**config.mk**
```make
export PLATFORM = sky130hd
export DESIGN_NAME = fetch_ctrl
export DESIGN_NICKNAME = d
export VERILOG_FILES = /design/src/rtl/fetch_ctrl_pkg.sv /design/src/rtl/cla_16b.sv /design/src/rtl/register.sv /design/src/rtl/fetch_ctrl.sv
export SDC_FILE = /design/constraint.sdc
export NUM_CORES = 1
export LEC_CHECK = 0
export CAP_MARGIN = 10
export CORE_UTILIZATION = 45
export DETAILED_ROUTE_END_ITERATION = 6
export PLACE_DENSITY_LB_ADDON = 0.25
export REMOVE_ABC_BUFFERS = 1
export SKIP_CTS_REPAIR_TIMING = 1
export SLEW_MARGIN = 10
export SYNTH_ARGS = -nofsm -noshare
export SYNTH_HDL_FRONTEND = slang
export SYNTH_SLANG_ARGS = --single-unit
```
**constraint.sdc**
```tcl
create_clock -name clk -period 4 [get_ports clk]
set_input_delay 0.8 -clock clk [delete_from_list [all_inputs] [get_ports clk]]
set_output_delay 0.8 -clock clk [all_outputs]
set_load 0.05 [all_outputs]
```
**src/rtl/fetch_ctrl_pkg.sv**
```systemverilog
// Shared types and constants for the instruction-fetch sequencer.
// Imported by fetch_ctrl.
package fetch_ctrl_pkg;

  localparam logic [15:0] RESET_PC  = 16'h0000;
  localparam logic [15:0] NOP_INSTR = 16'h0800;
  localparam logic [15:0] PC_STEP   = 16'h0002;

  typedef enum logic [2:0] {
    FETCH,
    WAIT,
    DRAIN,
    HALTED,
    ERR
  } state_t;

endpackage

```
**src/rtl/cla_16b.sv**
```systemverilog
// 16-bit carry-lookahead adder built from generate/propagate terms.
// Shared arithmetic primitive.
module cla_16b (
  input  logic [15:0] a,
  input  logic [15:0] b,
  input  logic        c_in,
  output logic [15:0] sum
);

  logic [15:0] g;
  logic [15:0] p;
  logic [16:0] c;

  assign g = a & b;
  assign p = a ^ b;

  always_comb begin
    c[0] = c_in;
    for (int i = 0; i < 16; i++) begin
      c[i+1] = g[i] | (p[i] & c[i]);
    end
  end

  assign sum = p ^ c[15:0];

endmodule

```
**src/rtl/register.sv**
```systemverilog
// Enabled register with synchronous active-low reset to a fixed value.
// Shared storage primitive.
module register #(
  parameter int          W   = 16,
  parameter logic [W-1:0] RST = '0
) (
  input  logic         clk,
  input  logic         rst_n,
  input  logic         en,
  input  logic [W-1:0] d,
  output logic [W-1:0] q
);

  always_ff @(posedge clk) begin
    if (!rst_n) q <= RST;
    else if (en) q <= d;
  end

endmodule

```
**src/rtl/fetch_ctrl.sv**
```systemverilog
// Instruction-fetch sequencer: owns the PC, talks to a variable-latency
// imem and hands one instruction per cycle to decode.
module fetch_ctrl
  import fetch_ctrl_pkg::*;
(
  input  logic        clk,
  input  logic        rst_n,
  input  logic        redirect_valid,
  input  logic [15:0] redirect_pc,
  input  logic        stall_id,
  input  logic        halt,
  output logic [15:0] imem_addr,
  output logic        imem_rd,
  input  logic        imem_stall,
  input  logic        imem_done,
  input  logic [15:0] imem_data,
  input  logic        imem_err,
  output logic [15:0] instr_out,
  output logic [15:0] pc_out,
  output logic [15:0] pc_plus2,
  output logic        instr_valid,
  output logic        fetch_err
);

  state_t      state_q, state_d;
  logic [15:0] pc_q, pc_d, pc_inc;
  logic [15:0] instr_d, pc_out_d;
  logic        valid_d, err_d;
  logic        capture;

  cla_16b u_pc_inc (
    .a    (pc_q),
    .b    (PC_STEP),
    .c_in (1'b0),
    .sum  (pc_inc)
  );

  // No request goes out in a cycle that will redirect, halt or fault.
  assign imem_addr = pc_q;
  assign imem_rd   = rst_n && (state_q == FETCH)
                   && (!instr_valid || !stall_id)
                   && !redirect_valid && !halt && !imem_err;

  assign capture = (state_q == FETCH && imem_rd && !imem_stall && imem_done)
                || (state_q == WAIT && imem_done);

  assign pc_plus2 = pc_out + 16'd2;

  always_comb begin
    state_d  = state_q;
    pc_d     = pc_q;
    instr_d  = instr_out;
    pc_out_d = pc_out;
    valid_d  = instr_valid;
    err_d    = fetch_err;
    if (imem_err) begin
      err_d   = 1'b1;
      state_d = ERR;
      valid_d = 1'b0;
      instr_d = NOP_INSTR;
    end else if (state_q == ERR || state_q == HALTED) begin
      state_d = state_q;
    end else if (redirect_valid) begin
      pc_d    = redirect_pc;
      valid_d = 1'b0;
      instr_d = NOP_INSTR;
      if (state_q != FETCH) state_d = DRAIN;
    end else if (halt) begin
      state_d = HALTED;
      valid_d = 1'b0;
      instr_d = NOP_INSTR;
    end else begin
      if (instr_valid && !stall_id) begin
        valid_d = 1'b0;
        instr_d = NOP_INSTR;
      end
      if (capture) begin
        instr_d  = imem_data;
        pc_out_d = pc_q;
        valid_d  = 1'b1;
        pc_d     = pc_inc;
      end
      unique case (state_q)
        FETCH: if (imem_rd && !imem_stall && !imem_done) state_d = WAIT;
        WAIT:  if (imem_done) state_d = FETCH;
        DRAIN: if (imem_done) state_d = FETCH;
        default: state_d = state_q;
      endcase
    end
  end

  always_ff @(posedge clk) begin
    if (!rst_n) begin
      state_q     <= FETCH;
      instr_valid <= 1'b0;
      fetch_err   <= 1'b0;
    end else begin
      state_q     <= state_d;
      instr_valid <= valid_d;
      fetch_err   <= err_d;
    end
  end

  register #(.W(16), .RST(RESET_PC)) u_pc_reg (
    .clk (clk), .rst_n (rst_n), .en (1'b1), .d (pc_d), .q (pc_q)
  );

  register #(.W(16), .RST(NOP_INSTR)) u_instr_reg (
    .clk (clk), .rst_n (rst_n), .en (1'b1), .d (instr_d), .q (instr_out)
  );

  register #(.W(16), .RST(RESET_PC)) u_pc_out_reg (
    .clk (clk), .rst_n (rst_n), .en (1'b1), .d (pc_out_d), .q (pc_out)
  );

endmodule
```
Word level (Yosys, flattened, before mapping):

Cells that the tools add are included.

* bits in registers: 53
* output and inout port bits: 67
* word-level logic and storage cells: 94
* input bits: 40

* eq/ne operators: 12
* reduce and logical (&&, ||, !) cells: 35
* bitwise gates (word level): 20
* mux-type cells: 19
* add/subtract/negate cells: 1

Operators by type and width (number)
* 16-bit 2-to-1 mux: 7
* 3-bit 2-to-1 mux: 7
* 16-bit by 2-bit adder with 16-bit output, second input constant: 1
* 16-bit XOR: 1
* 5-bit AND reduction: 3
* 1-bit bitwise AND: 13
* 1-bit logical AND: 12
* 4-bit nonzero test: 2
* 1-bit zero test: 7
* 3-bit by 2-bit == test with 1-bit output, second input constant: 2
* 1-bit inverter: 6
* 3-bit case mux with 2 select lines: 1
* 5-bit by 1-bit inequality test with 1-bit output, second input constant: 1
* 5-bit by 4-bit inequality test with 1-bit output, second input constant: 1
* 5-bit nonzero test: 1
* 1-bit 2-to-1 mux: 4
* 2-bit inequality test, second input constant: 2
* 4-bit by 1-bit inequality test with 1-bit output, second input constant: 1
* 4-bit by 3-bit inequality test with 1-bit output, second input constant: 1
* 4-bit AND reduction: 1
* 2-bit OR reduction: 2
* 3-bit by 1-bit == test with 1-bit output, second input constant: 1
* 3-bit == test, second input constant: 1
* 3-bit zero test: 1
* 6 further kinds: 8

Logic depth before layout (Yosys ltp):

Gate-level depths: netlist of the first run.

* depth in word-level cells: 17
* gate-level depth with buffers: 16
* mapped depth without buffers: 16

By module:

A second synthesis of the first run with hierarchy kept.

* cells, all modules: 405
* area total of the unflattened synthesis: 3808.7 um^2

Modules (own cells, without submodules)
* fetch_ctrl: cells an instance 231, seq. area each 100.1 um^2, instances 1, area each 1621.6 um^2
* register at u_pc_out_reg ...: cells an instance 51, seq. area each 320.3 um^2, instances 2, area each 615.6 um^2
* register at u_instr_reg: cells an instance 51, seq. area each 320.3 um^2, instances 1, area each 613.1 um^2
* cla_16b: cells an instance 21, seq. area each 0.0 um^2, instances 1, area each 342.8 um^2

Worst setup path before layout of the first run:

No wires, ideal clock.

* path type: reg2reg
* start: register u_pc_reg.q[1]
* end: register u_pc_reg.q[14]
* arrival time: 3270 ps
* period minus slack after synthesis: 3390 ps
* stages on the path, launching flop included: 17
* library setup time: 120 ps
* slack: 610 ps
* required time: 3880 ps
* cell sequence: dfxtp_1 > ha_1 > ha_1 > ha_1 > ha_1 > ha_1 > ha_1 > ha_1 > ha_1 > ha_1 > ha_1 > ha_1 > ha_1 > ha_1 > mux2_2 > nand2_1 > mux2i_1

* longest elaborated chain between the ends: 16

Ends and longest elaborated chain
* start, declared: RTL line register.sv:11 `output logic [W-1:0] q`
* start signal, assigned: RTL line register.sv:15 `if (!rst_n) q <= RST;`
* start signal, assigned: RTL line register.sv:16 `else if (en) q <= d;`
* 1-bit bitwise AND (12 in a row): RTL line cla_16b.sv:20 `c[i+1] = g[i] | (p[i] & c[i]);`
* 16-bit XOR: RTL line cla_16b.sv:24 `assign sum = p ^ c[15:0];`
* 16-bit 2-to-1 mux: RTL line fetch_ctrl.sv:77 `if (capture) begin`
* 16-bit 2-to-1 mux: RTL line fetch_ctrl.sv:68 `end else if (halt) begin`
* 16-bit 2-to-1 mux: RTL line fetch_ctrl.sv:63 `end else if (redirect_valid) begin`

No other way between the ends. The select of a mux whose other input is x is not followed.
A chain may end at the register's enable or synchronous reset.

Worst setup path after layout of the first run:

* start: register u_pc_reg.q[1]
* end: register u_pc_reg.q[15]

* longest elaborated chain between the ends: 17

Ends and longest elaborated chain (RTL line)
* 1-bit bitwise AND (13 in a row): cla_16b.sv:20
* 16-bit XOR: cla_16b.sv:24
* 16-bit 2-to-1 mux: fetch_ctrl.sv:77
* 16-bit 2-to-1 mux: fetch_ctrl.sv:68
* 16-bit 2-to-1 mux: fetch_ctrl.sv:63

No other way between the ends. The select of a mux whose other input is x is not followed.

==> flow_metrics.env, run 1 <==
export IMPL_place_port_buffers=106
export IMPL_place_inst=466
export IMPL_drtAntennaViolNets=0
export IMPL_syn_area_per_cell_um2=9.507
export IMPL_ys_seq_elements=53
export IMPL_register_area_um2=1061
export IMPL_diodes=0
export IMPL_synth_common_cells="53 x dfxtp_1, 35 x nand2_1, 23 x nand3_1"
export IMPL_cp_slowest_cell="dfxtp_1"
export IMPL_critPathMaxFanout=5
export IMPL_final_area_um2=4059
export IMPL_die_h_um=82.14
export IMPL_criticalPathCategory="reg2reg"
export IMPL_grt_usage_pct=22.01
export IMPL_start_util_pct=47.69
export IMPL_core_um2=6061
export IMPL_drive_gt1_share_pct=8.521
export IMPL_finalSetupTns_ps=0
export IMPL_synth_flop_cell="dfxtp_1"
export IMPL_grt_overflow=0
export IMPL_hold_viol=0
export IMPL_power_density_nw_per_um2=272.5
export IMPL_p_switching_mw=0.2814
export IMPL_holdWs_ps=459.1
export IMPL_numCtsBuffers=5
export IMPL_clock_fmax_mhz=295.4
export IMPL_period_share_pct=84.64
export IMPL_p_int_mw=0.8245
export IMPL_synth_compound_area_share_pct=20.26
export IMPL_routedLengthMet1_um=2890
export IMPL_synthDistinctLibCells=46
export IMPL_cts_buffer_depth=2
export IMPL_cp_arrival_ps=3600
export IMPL_clk_pin_slew_ps=90
export IMPL_final_nets=452
export IMPL_top_layer="met4"
export IMPL_finalWirelength_um=6959
export IMPL_syn_to_final_growth_pct=40.43
export IMPL_end_kind="register"
export IMPL_layout_cells_non_filler=474
export IMPL_ys_warn_count=0
export IMPL_n_fill_cell=496
export IMPL_cpMostUsedCell="ha_1"
export IMPL_antenna_found_initial=0
export IMPL_slew_headroom_pct=39.76
export IMPL_clock_sinks=53
export IMPL_synthAdderAreaFrac_pct=6.061
export IMPL_power_leakage_nw=1.566
export IMPL_cts_root_buf="clkbuf_8"
export IMPL_rows=28
export IMPL_synth_top_family_by_area="compound AO/OA/AOI/OAI gates"
export IMPL_post_synth_top_count_cell="dfxtp_1"
export IMPL_timing_rr_start="u_pc_reg.q[1]"
export IMPL_skew_ps=4.488
export IMPL_critPathLaunchType="register"
export IMPL_place_ws_ps=618.8
export IMPL_vias=2627
export IMPL_finalSetupViolations=0
export IMPL_fin_crit_ps=3386
export IMPL_synth_xor_area_share_pct=4.242
export IMPL_postSynth_asyncResetShare_pct=0
export IMPL_insertion_delay_ps=310
export IMPL_grt_pass1_vias=2394
export IMPL_synth_top_area_cell="dfxtp_1"
export IMPL_ir_worst_vdd_v=0.0001894
export IMPL_cp_data_required_time_ps=4220
export IMPL_htree_levels=2
export IMPL_yosysSeqAreaShare_pct=36.71
export IMPL_wl_met3_um=654
export IMPL_tightest_slew_ps=896.8
export IMPL_grt_max_degree=50
export IMPL_path_cells="ha_1 -> ha_1 -> ha_1 -> ha_1 -> ha_1 -> ha_1 -> ha_1 -> ha_1 -> ha_1 -> ha_1 -> ha_1 -> ha_1 -> ha_1 -> o21ai_0 -> nor3_1 -> o32ai_1"
export IMPL_die_area_um2=6747
export IMPL_holdCritPathClass="reg2reg"
export IMPL_routedWlPerCell_um=14.68
export IMPL_ios=107
export IMPL_grt_pass1_wl_um=11310
export IMPL_crit_path_start="u_pc_reg.q[1]"
export IMPL_status="completed"
export IMPL_pwr_share_clk_pct=34.6
export IMPL_drtIter0Drc=81
export IMPL_vias_per_cell=5.542
export IMPL_swShare_pct=25.45
export IMPL_power_mw=1.106
export IMPL_dr_pass1_iters=4
export IMPL_sequentialPowerShare_pct=49.6
export IMPL_p_comb_share_pct=15.9
export IMPL_maxCapViolCount=0
export IMPL_min_from="u_instr_reg.q[11]"
export IMPL_setup_slack_ps=614.3
export IMPL_multi_input_area_um2=1649
export IMPL_final_core_util_pct=66.97
export IMPL_die_w_um=82.14
export IMPL_drc=0
export IMPL_synth_top_area_share_pct=36.71
export IMPL_muxShareOfSynthArea_pct=10.61
export IMPL_cp_slowest_stage_delay_ps=350
export IMPL_place_congestion=0.8022
export IMPL_placed_area_um2=3943
export IMPL_synth_edf_count=0
export IMPL_route_met2_wl_um=3340
export IMPL_synthTopCellsByArea="dfxtp_1 37%, ha_1 6.1%, mux2i_1 5.5%, a32o_1 5.2%, mux2_2 5.1%"
export IMPL_syn_area_um2=2890
export IMPL_yosys_area_share_simple_pct=15.89
export IMPL_synthesis_instances=304
export IMPL_slew_violations=0
export IMPL_rsz0062_at_grt="false"
export IMPL_dp_hpwl_um=5069
export IMPL_tritoncts="yes"
==> cell families after synthesis <==
kind of cell,after synthesis
compound gates,73
xor+xnor,14
fa+ha+maj,14
buf+inv,33
flops,53
mux,29
simple gates,88
==> final cells by class <==
type / instances / area share [%]
clock buffer: 7 / 2.127
clock inverter: 1 / 0.7398
inverter: 10 / 0.9248
multi-input combinational: 218 / 40.63
sequential: 53 / 26.14
tap: 75 / 2.312
timing repair buffer: 110 / 27.13
==> worst paths after layout <==
check                 endpoint  slack (ps)  cells past startpoint
max             u_pc_reg.q[15]         610                     16
min          u_instr_reg.q[11]         460                      2
max reg2reg     u_pc_reg.q[15]         610                     16
min reg2reg  u_instr_reg.q[11]         460                      2
==> routing by layer <==
| layer | track usage, % | vias to the layer above |
|---|---|---|
| met2 | 36.69 | 113 |
| met4 | 7.018 | 0 |
| met3 | 7.912 | 6 |
| met5 | 0 | - |
| met1 | 26.28 | 1215 |
| li1 | - | 1293 |
==> cell usage in the layout, fill, tap and decap left out, types with 7 or more instances in the layout <==
cell type / count
a21boi_0: 7
a21boi_1: 9
a32o_1: 15
clkdlybuf4s50_1: 105
dfxtp_1: 53
ha_1: 14
inv_1: 10
mux2_2: 13
mux2i_1: 16
nand2_1: 35
nand3_1: 23
nor2_1: 8
o21ai_0: 19
xnor2_1: 9
==> worst max-delay path: cells and delay by family (launching register included) <==
family | cells | cell delay (ps)
AO/OA/AOI/OAI | 2 | 450
adder cells (fa/ha/maj) | 13 | 2430
flip-flops | 1 | 350
AND/OR/NAND/NOR | 1 | 70
==> registers in the layout, summed over array words and instances (netlist names) <==
name and count:
u_pc_reg.q 16, u_pc_out_reg.q 16, u_instr_reg.q 16, fetch_err 1, instr_valid 1, state_q 3
==> power by group through the flow <==
stage | clock network (mW) | registers [mW] | logic (mW)
after floorplan | 0 | 0.583 | 0.0681
after global placement | 0 | 0.561 | 0.173
after detailed placement | 0 | 0.561 | 0.176
after CTS | 0.390 | 0.548 | 0.177
after global routing | 0.415 | 0.550 | 0.189
final | 0.382 | 0.548 | 0.175
No activity file was read; power rests on OpenSTA's default activity.
==> run 2, diff against run 1 <==
Clock period 4 ns to 3.2 ns, I/O delays scaled along.
==> flow_metrics.env, run 2 (same netlist as run 1, synthesis figures left out) <==
export IMPL_status="completed"
export IMPL_maxCapViolCount=0
export IMPL_start_util_pct=47.69
export IMPL_clk_pin_slew_ps=100
export IMPL_cp_num_buf_inv=0
export IMPL_period_share_pct=96.83
export IMPL_dr_pass1_iters=4
export IMPL_skew_ps=10.04
export IMPL_drc=0
export IMPL_critPathMaxFanout=2
export IMPL_final_cell_mix="100 x clkdlybuf4s50_1, 52 x dfxtp_1, 35 x nand2_1, 23 x nand3_1, 18 x o21ai_0"
export IMPL_die_area_um2=6747
export IMPL_vias=2651
export IMPL_slew_violations=0
export IMPL_insertion_delay_ps=310
export IMPL_die_h_um=82.14
export IMPL_place_inst=474
export IMPL_rows=28
export IMPL_tritoncts="yes"
export IMPL_final_core_util_pct=68.21
export IMPL_grt_max_degree=50
export IMPL_ir_worst_vdd_v=0.0002068
export IMPL_end_kind="register"
export IMPL_top_regs="u_instr_reg.q (16), u_pc_out_reg.q (16), u_pc_reg.q (16)"
export IMPL_grt_pass1_wl_um=11550
export IMPL_core_um2=6061
export IMPL_clock_sinks=53
export IMPL_vias_per_cell=5.500
export IMPL_finalSetupTns_ps=0
export IMPL_finalWirelength_um=7284
export IMPL_tightest_slew_ps=786.7
export IMPL_cp_data_required_time_ps=3390
export IMPL_cp_slowest_cell="dfxtp_2"
export IMPL_hold_viol=0
export IMPL_fin_crit_ps=3099
export IMPL_numCtsBuffers=5
export IMPL_place_congestion=0.7998
export IMPL_cp_slowest_stage_delay_ps=330
export IMPL_grt_overflow=0
export IMPL_diodes=0
export IMPL_drtAntennaViolNets=0
export IMPL_holdCritPathClass="reg2reg"
export IMPL_cp_arrival_ps=3280
export IMPL_routedWlPerCell_um=15.11
export IMPL_place_port_buffers=106
export IMPL_antenna_found_initial=0
export IMPL_dp_hpwl_um=5315
export IMPL_drive_gt1_share_pct=13.27
export IMPL_die_w_um=82.14
export IMPL_cpMostUsedCell="ha_2"
export IMPL_layout_cells_non_filler=482
export IMPL_grt_pass1_vias=2482
export IMPL_criticalPathCategory="reg2reg"
export IMPL_finalSetupViolations=0
export IMPL_syn_to_final_growth_pct=43.03
export IMPL_ios=107
export IMPL_power_mw=1.292
export IMPL_final_nets=460
export IMPL_path_cells="ha_2 -> ha_2 -> ha_2 -> ha_2 -> ha_2 -> ha_1 -> ha_2 -> ha_2 -> ha_2 -> ha_2 -> ha_2 -> ha_2 -> ha_2 -> mux2_4 -> nand2_1 -> mux2i_1"
export IMPL_clock_fmax_mhz=322.7
export IMPL_final_common_cell="clkdlybuf4s50_1"
export IMPL_drtIter0Drc=140
export IMPL_power_density_nw_per_um2=312.6
export IMPL_critPathLaunchType="register"
export IMPL_grt_usage_pct=22.29
export IMPL_slew_headroom_pct=47.55
export IMPL_cpLargestDelayFamily="adder cells"
export IMPL_cts_buffer_depth=2
export IMPL_holdWs_ps=458.9
export IMPL_n_fill_cell=519
export IMPL_power_leakage_nw=1.648
export IMPL_cts_root_buf="clkbuf_8"
export IMPL_htree_levels=2
## run 2: cell count changes in the layout (fill, tap and decap cells not counted), sizes merged
cell / delta
clkinvlp: +1
buf: +8
clkdlybuf4s50: -5
dlymetal6s2s: +5
bufinv: -1
## run 2: worst paths after layout
check,start,to,slack (ps),cells after the start
setup / recovery,u_pc_reg.q[1],u_pc_reg.q[14],100,16
setup reg to reg,u_pc_reg.q[1],u_pc_reg.q[14],100,16
hold reg to reg,fetch_err,fetch_err,460,1
hold / removal,fetch_err,fetch_err,460,1
## run 2: area by class of cell
cell class	instances	area, um2	share of cell area [%]
inverter	10	37.54	0.9080
tap	75	93.84	2.270
sequential	53	1062	25.70
timing repair buffer	118	1174	28.39
clock inverter	1	7.507	0.1816
multi-input combinational	218	1683	40.71
clock buffer	7	76.32	1.846
## run 2: stage by stage
| step | setup WS [ps] | instance area (um2) |
|---|---|---|
| 2_1_floorplan | -206.1 | 2748 |
| 3_3_place_gp | -12.01 | 4003 |
| 3_5_place_dp | -89.47 | 4003 |
| 4_1_cts | -101.6 | 4086 |
| 5_1_grt | -10.82 | 4134 |
| 6_report | 101.4 | 4134 |
## run 2: metal layers
layer	part of all wire, %	GRT usage, %	wire length (um)
met5	0	0	0
met4	0.70	5.263	51
met3	8.1	6.703	591
met2	49	39.17	3555
met1	42	26.45	3086
## run 2: power breakdown
part / total [mW] / internal (mW) / switching, mW
clock: 0.377 / 0.155 / 0.221
sequential: 0.686 / 0.670 / 0.0156
combinational: 0.230 / 0.112 / 0.118
